## src/rtl/iter_shift_unit.sv

```systemverilog
// Multi-cycle variable shifter (SLL/SRL/SRA/ROR), STEP bits per clock.
// Start/busy/done handshake; result holds until the next completion.
module iter_shift_unit #(
  parameter int WIDTH   = 32,
  parameter int SHAMT_W = 5,
  parameter int STEP    = 1
) (
  input  logic               clk,
  input  logic               reset,
  input  logic               start,
  input  logic [1:0]         op,
  input  logic [WIDTH-1:0]   value_in,
  input  logic [SHAMT_W-1:0] shamt,
  output logic               busy,
  output logic               done,
  output logic [WIDTH-1:0]   result
);

  typedef enum logic [1:0] {
    IDLE,
    SHIFT,
    DONE
  } state_t;

  localparam logic [SHAMT_W-1:0] STEP_L = SHAMT_W'(STEP);
  localparam logic [SHAMT_W:0]   WID_L  = (SHAMT_W+1)'(WIDTH);

  state_t             state_q, state_d;
  logic [WIDTH-1:0]   acc_q, acc_d;
  logic [SHAMT_W-1:0] rem_q, rem_d;
  logic [1:0]         op_q, op_d;
  logic [WIDTH-1:0]   result_q, result_d;
  logic               busy_q, done_q;

  logic [SHAMT_W-1:0] s;
  logic [SHAMT_W:0]   lsh;
  logic [WIDTH-1:0]   shifted;

  // Final step may be partial: never shift past the remaining amount.
  always_comb begin
    s       = (rem_q < STEP_L) ? rem_q : STEP_L;
    lsh     = WID_L - {1'b0, s};
    shifted = acc_q;
    unique case (op_q)
      2'b00: shifted = acc_q << s;
      2'b01: shifted = acc_q >> s;
      2'b10: shifted = $signed(acc_q) >>> s;
      2'b11: shifted = (acc_q >> s) | (acc_q << lsh);
    endcase
  end

  always_comb begin
    state_d  = state_q;
    acc_d    = acc_q;
    rem_d    = rem_q;
    op_d     = op_q;
    result_d = result_q;
    unique case (state_q)
      SHIFT: begin
        acc_d = shifted;
        rem_d = rem_q - s;
        if (rem_q == s) begin
          state_d  = DONE;
          result_d = shifted;
        end
      end
      default: begin
        if (start) begin
          acc_d = value_in;
          rem_d = shamt;
          op_d  = op;
          if (shamt == '0) begin
            state_d  = DONE;
            result_d = value_in;
          end else begin
            state_d = SHIFT;
          end
        end else begin
          state_d = IDLE;
        end
      end
    endcase
  end

  always_ff @(posedge clk) begin
    if (reset) begin
      state_q  <= IDLE;
      acc_q    <= '0;
      rem_q    <= '0;
      op_q     <= '0;
      result_q <= '0;
      busy_q   <= 1'b0;
      done_q   <= 1'b0;
    end else begin
      state_q  <= state_d;
      acc_q    <= acc_d;
      rem_q    <= rem_d;
      op_q     <= op_d;
      result_q <= result_d;
      busy_q   <= (state_d == SHIFT);
      done_q   <= (state_d == DONE);
    end
  end

  assign busy   = busy_q;
  assign done   = done_q;
  assign result = result_q;

endmodule

```

## config.mk

```make
export PLATFORM = sky130hd
export DESIGN_NAME = iter_shift_unit
export DESIGN_NICKNAME = d
export VERILOG_FILES = /design/src/rtl/iter_shift_unit.sv
export SDC_FILE = /design/constraint.sdc
export NUM_CORES = 1
export LEC_CHECK = 0
export ABC_CLOCK_PERIOD_IN_PS = 3500
export CAP_MARGIN = 5
export CORE_MARGIN = 2
export CORE_UTILIZATION = 40
export CTS_BUF_LIST = sky130_fd_sc_hd__clkbuf_4 sky130_fd_sc_hd__clkbuf_8
export CTS_CLUSTER_DIAMETER = 40
export DETAILED_ROUTE_END_ITERATION = 12
export PLACE_DENSITY = 0.63
export SYNTH_ARGS = -nofsm -noshare
export SYNTH_HDL_FRONTEND = slang
export SYNTH_SLANG_ARGS = --single-unit
```

## constraint.sdc

```tcl
create_clock -name clk -period 3.5 [get_ports clk]
set_clock_uncertainty 0.15 [all_clocks]
set_input_delay 0.7 -clock clk [delete_from_list [all_inputs] [get_ports clk]]
set_output_delay 0.7 -clock clk [all_outputs]
set_load 0.01 [all_outputs]
```

==> results of run 1 <==
-- cells in the mapped netlist, types with 2 or more instances --
master     instances  area (um2)
a311oi_2           2        30.0
nand3_1           24         120
mux2i_1           16         160
clkbuf_1          37         139
or4_1              2        15.0
a31oi_1            4        25.0
and3_1             2        12.5
nor2_1            51         191
o211ai_1           9        67.6
a21oi_1           38         190
buf_6              2        22.5
dfxtp_1           75        1500
nor3b_1            8        60.1
a221oi_1           6        52.6
o221ai_1           2        17.5
o21ai_0           19        95.1
nand2b_1           4        25.0
nor3_1            36         180
and4b_1            2        20.0
a2111oi_0          2        17.5
nor2b_1            2        12.5
a22oi_1            2        15.0
o31ai_1           16         120
inv_1              2        7.51
mux2_2            35         394
buf_2             10        50.1
ha_1               2        25.0
buf_1              4        15.0
nand2_1           43         161
a211oi_1          55         413
buf_4              2        15.0
a211oi_2           6        75.1
-- per-layer routing --
metal  vias to the layer above  routed length, um  GRT usage
met4                         0                187     0.0861
met5                         -                  0          0
met3                        12                741     0.0287
met1                      2069               6300      0.320
li1                       2121                  -          -
met2                       141               6080      0.369
-- report_power, final --
group	internal [mW]	switching, mW	total, mW
sequential	0.946	0.117	1.06
combinational	0.395	0.497	0.892
clock	0.447	0.339	0.787
total	1.79	0.953	2.74
-- placed cells by master, fill, tap and decap left out, types with 2 or more instances in the layout --
master and n:
or4_1 2, clkbuf_8 11, a22oi_1 2, inv_1 2, mux2i_1 16, a221oi_1 6, and3_1 2, nor2_1 51
o31ai_1 16, buf_4 17, a211oi_1 55, a2111oi_0 2, nor3_1 36, o21ai_0 19, nor3b_1 8, dfxtp_1 75
a211oi_2 6, o221ai_1 2, a311oi_2 2, clkdlybuf4s50_1 73, bufinv_16 2, mux2_2 35, a31oi_1 4, buf_2 2
nand3_1 24, and4b_1 2, nand2b_1 3, nand2_1 43, o211ai_1 9, ha_1 2, a21oi_1 38
-- metrics by stage --
stage	setup WS, ps	instances	area [um2]
floorplan	79.9	540	4420
detailed placement	339	717	5230
CTS	356	733	5460
global placement	357	717	5230
finish	358	733	5460
global route	106	733	5460
-- state kept, by name (all words and copies together) (netlist names) --
name	count
acc_q	32
busy	1
done	1
op_q	2
rem_q	5
result	32
state_q	2
-- critical path, stage by stage (launching register included) --
cell,delay [ps]
dfxtp_1,360
or4_4,540
or2_1,270
clkinv_4,60
ha_1,310
buf_4,260
mux2_2,300
a221oi_1,320
a211oi_2,140
a211oi_1,220
nor3_1,80
-- logic make-up after synthesis --
| logic type | synth area share |
|---|---|
| mux | 0.131 |
| flops | 0.340 |
| simple gates | 0.194 |
| fa+ha+maj | 0.00566 |
| other cells | 0.000849 |
| buf+inv | 0.0592 |
| compound gates | 0.270 |
-- cell type report --
class                   instances  area [um2]
fillers                      1065        5330
clock inverters                 4        72.6
flip-flops and latches         75        1500
clock buffers                  12         159
inverters                       4        20.0
well taps                     140         175
repair buffers                 92         868
multi-input cells             406        2670
-- worst paths after layout --
| path | startpoint | to | slack [ps] | cells past startpoint |
|---|---|---|---|---|
| hold reg to reg | result[31] | result[31] | 300 | 2 |
| setup / recovery | rem_q[1] | result[27] | 360 | 10 |
| hold / removal | result[31] | result[31] | 300 | 2 |
| setup reg to reg | rem_q[1] | result[27] | 360 | 10 |
==> run metrics, run 1 <==
Hold/Removal Path Class flop to flop; CP arrival 3220 ps; CTS max path bufs 2; Placer Congestion 0.871; Hold Slack 303 ps; # port buffers 75; post-CTS setup buffer count 0; H-tree level count 3; ys async rst share 0; first drt pass iteration count 5; Post-CTS Hold Buffers 0; wire length of the first global-routing pass 21400 um; GRT Residual Overflow 0; maxcap violations 0; crit path kind flop to flop; nets 632; final WL 13300 um; Post-synth EDFFs 0; syn_nets 584; layout cells sized above 1 0.147; worst-skew pair later-pin latency 370 ps; Antenna Cells 0; crit share post-route 0.898; CP max FO 20; Synth cell types 52; Power Total 2.74 mW; final hold vios 0; Yosys reg bits 75; # IOs 76; CP Capture Type flop; crit path time final 3140 ps; startpoint type of the worst setup path flop; Initial Utilization 0.409; Vias/cell 5.92; clock transition at the registers of the reported paths 80 ps; Peak VDD IR 0.265 mV; final setup violating endpoints 0; post-route core utilization 0.506; # rows 38; die height 109 um; CTS tree yes; Synth Flop Type dfxtp_1; largest net degree at the start of global routing 82; Synth Instances 540; GRT Util Overall 0.232; clk sinks 75; status finished, final reports clean; P_leak 1.89 nW; CTS Buf Count 9; max-slew headroom at the worst pin 0.274; Die Wd 109 um; via count 4343; DRC Markers 0; TNS Setup 0 ps; Syn Std Cell Area 4420 um2; vias in the first global route 4051; CTS resizes 0; fmax 0.318 GHz; Avg Synthesized Cell Area 8.18 um2; critical path data required time 3580 ps; Std-Cell Core Area 10800 um2; Area Overhead vs Synth 23.7%; Pins Over Slew Limit 0; Iteration-0 DRC Markers 281; Syn. warnings 0; wire per inst 18.2 um; root buffer cell clkbuf_8; hpwl dp 8760 um; sequential area share after synthesis 0.340; initial antenna violation count 0; Least-Margin Pin Slew 1090 ps; Pwr Density 502 nW/um2; RSZ-0062 raised after global routing false; die area 11900 um2; antenna viol nets, final 0
(Power assumes the default switching activity.)
==> inputs of run 2 (changes only) <==
--- a/config.mk
+++ b/config.mk
@@ -5,14 +5,14 @@
 export SDC_FILE = /design/constraint.sdc
 export NUM_CORES = 1
 export LEC_CHECK = 0
-export ABC_CLOCK_PERIOD_IN_PS = 3500
+export ABC_CLOCK_PERIOD_IN_PS = 3400
 export CAP_MARGIN = 5
 export CORE_MARGIN = 2
 export CORE_UTILIZATION = 40
 export CTS_BUF_LIST = sky130_fd_sc_hd__clkbuf_4 sky130_fd_sc_hd__clkbuf_8
 export CTS_CLUSTER_DIAMETER = 40
 export DETAILED_ROUTE_END_ITERATION = 12
-export PLACE_DENSITY = 0.63
+export PLACE_DENSITY = 0.65
 export SYNTH_ARGS = -nofsm -noshare
 export SYNTH_HDL_FRONTEND = slang
 export SYNTH_SLANG_ARGS = --single-unit
==> constraint.sdc (replaced) <==
create_clock -name clk -period 3.4 [get_ports clk]
set_clock_uncertainty 0.15 [all_clocks]
set_input_delay 0.68 -clock clk [delete_from_list [all_inputs] [get_ports clk]]
set_output_delay 0.68 -clock clk [all_outputs]
set_load 0.01 [all_outputs]
==> run 2 against run 1 <==
Effect of this change: clock-buffer cell count down 1; critical path type unchanged; largest cell class unchanged; total power rose by 2.1%; fmax is essentially flat; wire length is 4.6% lower; flip-flop and latch count is the same; setup slack worse by 99 ps; non-clock buffer count grew 2; utilization increased by 0.13 points; combinational power grew 1%.
==> run metrics, run 2 (synthesized netlist as in run 1, its figures left out) <==
maxcap violations 0 (unchanged); largest net degree at the start of global routing 82 (unchanged); fin cells 735 (was 733); wire length of the first global-routing pass 20500 um (was 21400 um); Hold/Removal Path Class flop to flop (unchanged); Peak VDD IR 0.237 mV (was 0.265 mV); post-placement cell count 719 (was 717); fmax 0.318 GHz (about the same); nets 634 (was 632); RSZ-0062 raised after global routing false (unchanged); CTS tree yes (unchanged); crit share post-route 0.924 (was 0.898); hpwl dp 8600 um (was 8760 um); Vias/cell 5.89 (was 5.92); CTS Buf Count 9 (unchanged); Post-CTS Hold Buffers 0 (unchanged); Multi-input gate area 2670 um2 (unchanged); Initial Utilization 0.409 (unchanged); Pins Over Slew Limit 0 (unchanged); Crit-path slowest cell or4_4 (unchanged); P_leak 1.89 nW (about the same); Worst Reg-to-Reg Cells 10 (unchanged); critical path's most frequent cell o31ai_1; via count 4331 (was 4343); crit path kind flop to flop (unchanged); root buffer cell clkbuf_8 (unchanged); Std-Cell Core Area 10800 um2 (unchanged); critical path data required time 3460 ps (was 3580 ps); final setup violating endpoints 0 (unchanged); status finished, final reports clean (unchanged); initial antenna violation count 0 (unchanged); H-tree level count 3 (unchanged); # port buffers 75 (unchanged); antenna viol nets, final 0 (unchanged); die area 11900 um2 (unchanged); layout cells sized above 1 0.150 (was 0.147); crit path time final 3140 ps (about the same); # rows 38 (unchanged); die height 109 um (unchanged); post-CTS setup buffer count 0 (unchanged); post-route core utilization 0.508 (was 0.506); Iteration-0 DRC Markers 278 (was 281); clk sinks 75 (unchanged); startpoint type of the worst setup path flop (unchanged); DRC Markers 0 (unchanged); commonest non-fill, non-tap cells in the layout dfxtp_1, clkdlybuf4s50_1, a211oi_1, nor2_1, nand2_1 (unchanged); Least-Margin Pin Slew 871 ps (was 1090 ps); Placer Congestion 0.931 (was 0.871); Area Overhead vs Synth 24.0% (was 23.7%); vias in the first global route 3950 (was 4051); GRT Residual Overflow 0 (unchanged); CP max FO 20 (unchanged); # IOs 76 (unchanged); worst-skew pair later-pin latency 350 ps (was 370 ps); clock transition at the registers of the reported paths 90 ps (was 80 ps); Slowest Stage Delay on Critical Path 540 ps (about the same); wire per inst 17.3 um (was 18.2 um); Fillers 1040 (was 1065); Die Wd 109 um (unchanged); register area 1500 um2 (unchanged); Antenna Cells 0 (unchanged); commonest non-fill, non-tap cell in the layout dfxtp_1 (unchanged); hold depth 2 (unchanged); CP arrival 3200 ps (was 3220 ps); max-slew headroom at the worst pin 0.419 (was 0.274); first drt pass iteration count 5 (unchanged); GRT Util Overall 0.216 (was 0.232); Power Total 2.80 mW (was 2.74 mW); CTS resizes 0 (unchanged); CP Capture Type flop (unchanged); final hold vios 0 (unchanged); final WL 12700 um (was 13300 um); Pwr Density 511 nW/um2 (was 502 nW/um2); TNS Setup 0 ps (unchanged); CTS max path bufs 2 (unchanged); cells along the critical path or4_4, or2_1, clkinv_4, ha_1, buf_4, mux2_2, a2111oi_0, o21ai_0, o31ai_1, o31ai_1 (was or4_4, or2_1, clkinv_4, ha_1, buf_4, mux2_2, a221oi_1, a211oi_2, a211oi_1, nor3_1)
run 2: metal layers:
metal,share of wire,global-route usage,vias to the layer above
met3,0.057,0.0353,16
met2,0.44,0.323,139
met5,0,0,-
met4,0.019,0.0687,0
met1,0.48,0.316,2052
li1,-,-,2124
run 2: final cells by class:
type                    count  share of cell area
well taps                 140              0.0320
flip-flops and latches     75               0.274
multi-input cells         406               0.487
clock buffers              11              0.0265
inverters                   4             0.00365
clock inverters             5              0.0155
repair buffers             94               0.161
run 2: worst paths after layout:
check              from  slack, ps         end
max            rem_q[1]        260   acc_q[17]
min          result[28]        300  result[28]
max reg2reg    rem_q[1]        260   acc_q[17]
min reg2reg  result[28]        300  result[28]
run 2: worst max-delay path: cells and delay by family, from the launching register on:
kind                       cells  cell delay [ps]
DFF                            1              360
buffers and inverters          2              320
adders and majority gates      1              320
AOI/OAI and AO/OA              4              760
muxes                          1              280
and+or+nand+nor                2              810
run 2: per-stage QoR:
stage | hold slack, ps | instance area (um2) | setup WS [ps]
after global routing | 323 | 5480 | 82.9
after global placement | 294 | 5250 | 304
after detailed placement | 294 | 5250 | 257
after floorplan | 326 | 4420 | 19.4
after CTS | 306 | 5480 | 247
final | 303 | 5480 | 259
run 2: report_power, final:
group / switching [mW] / total (mW) / leakage, nW / internal, mW
clock network: 0.352 / 0.798 / 0.114 / 0.446
logic: 0.496 / 0.904 / 1.17 / 0.408
registers: 0.122 / 1.10 / 0.615 / 0.974
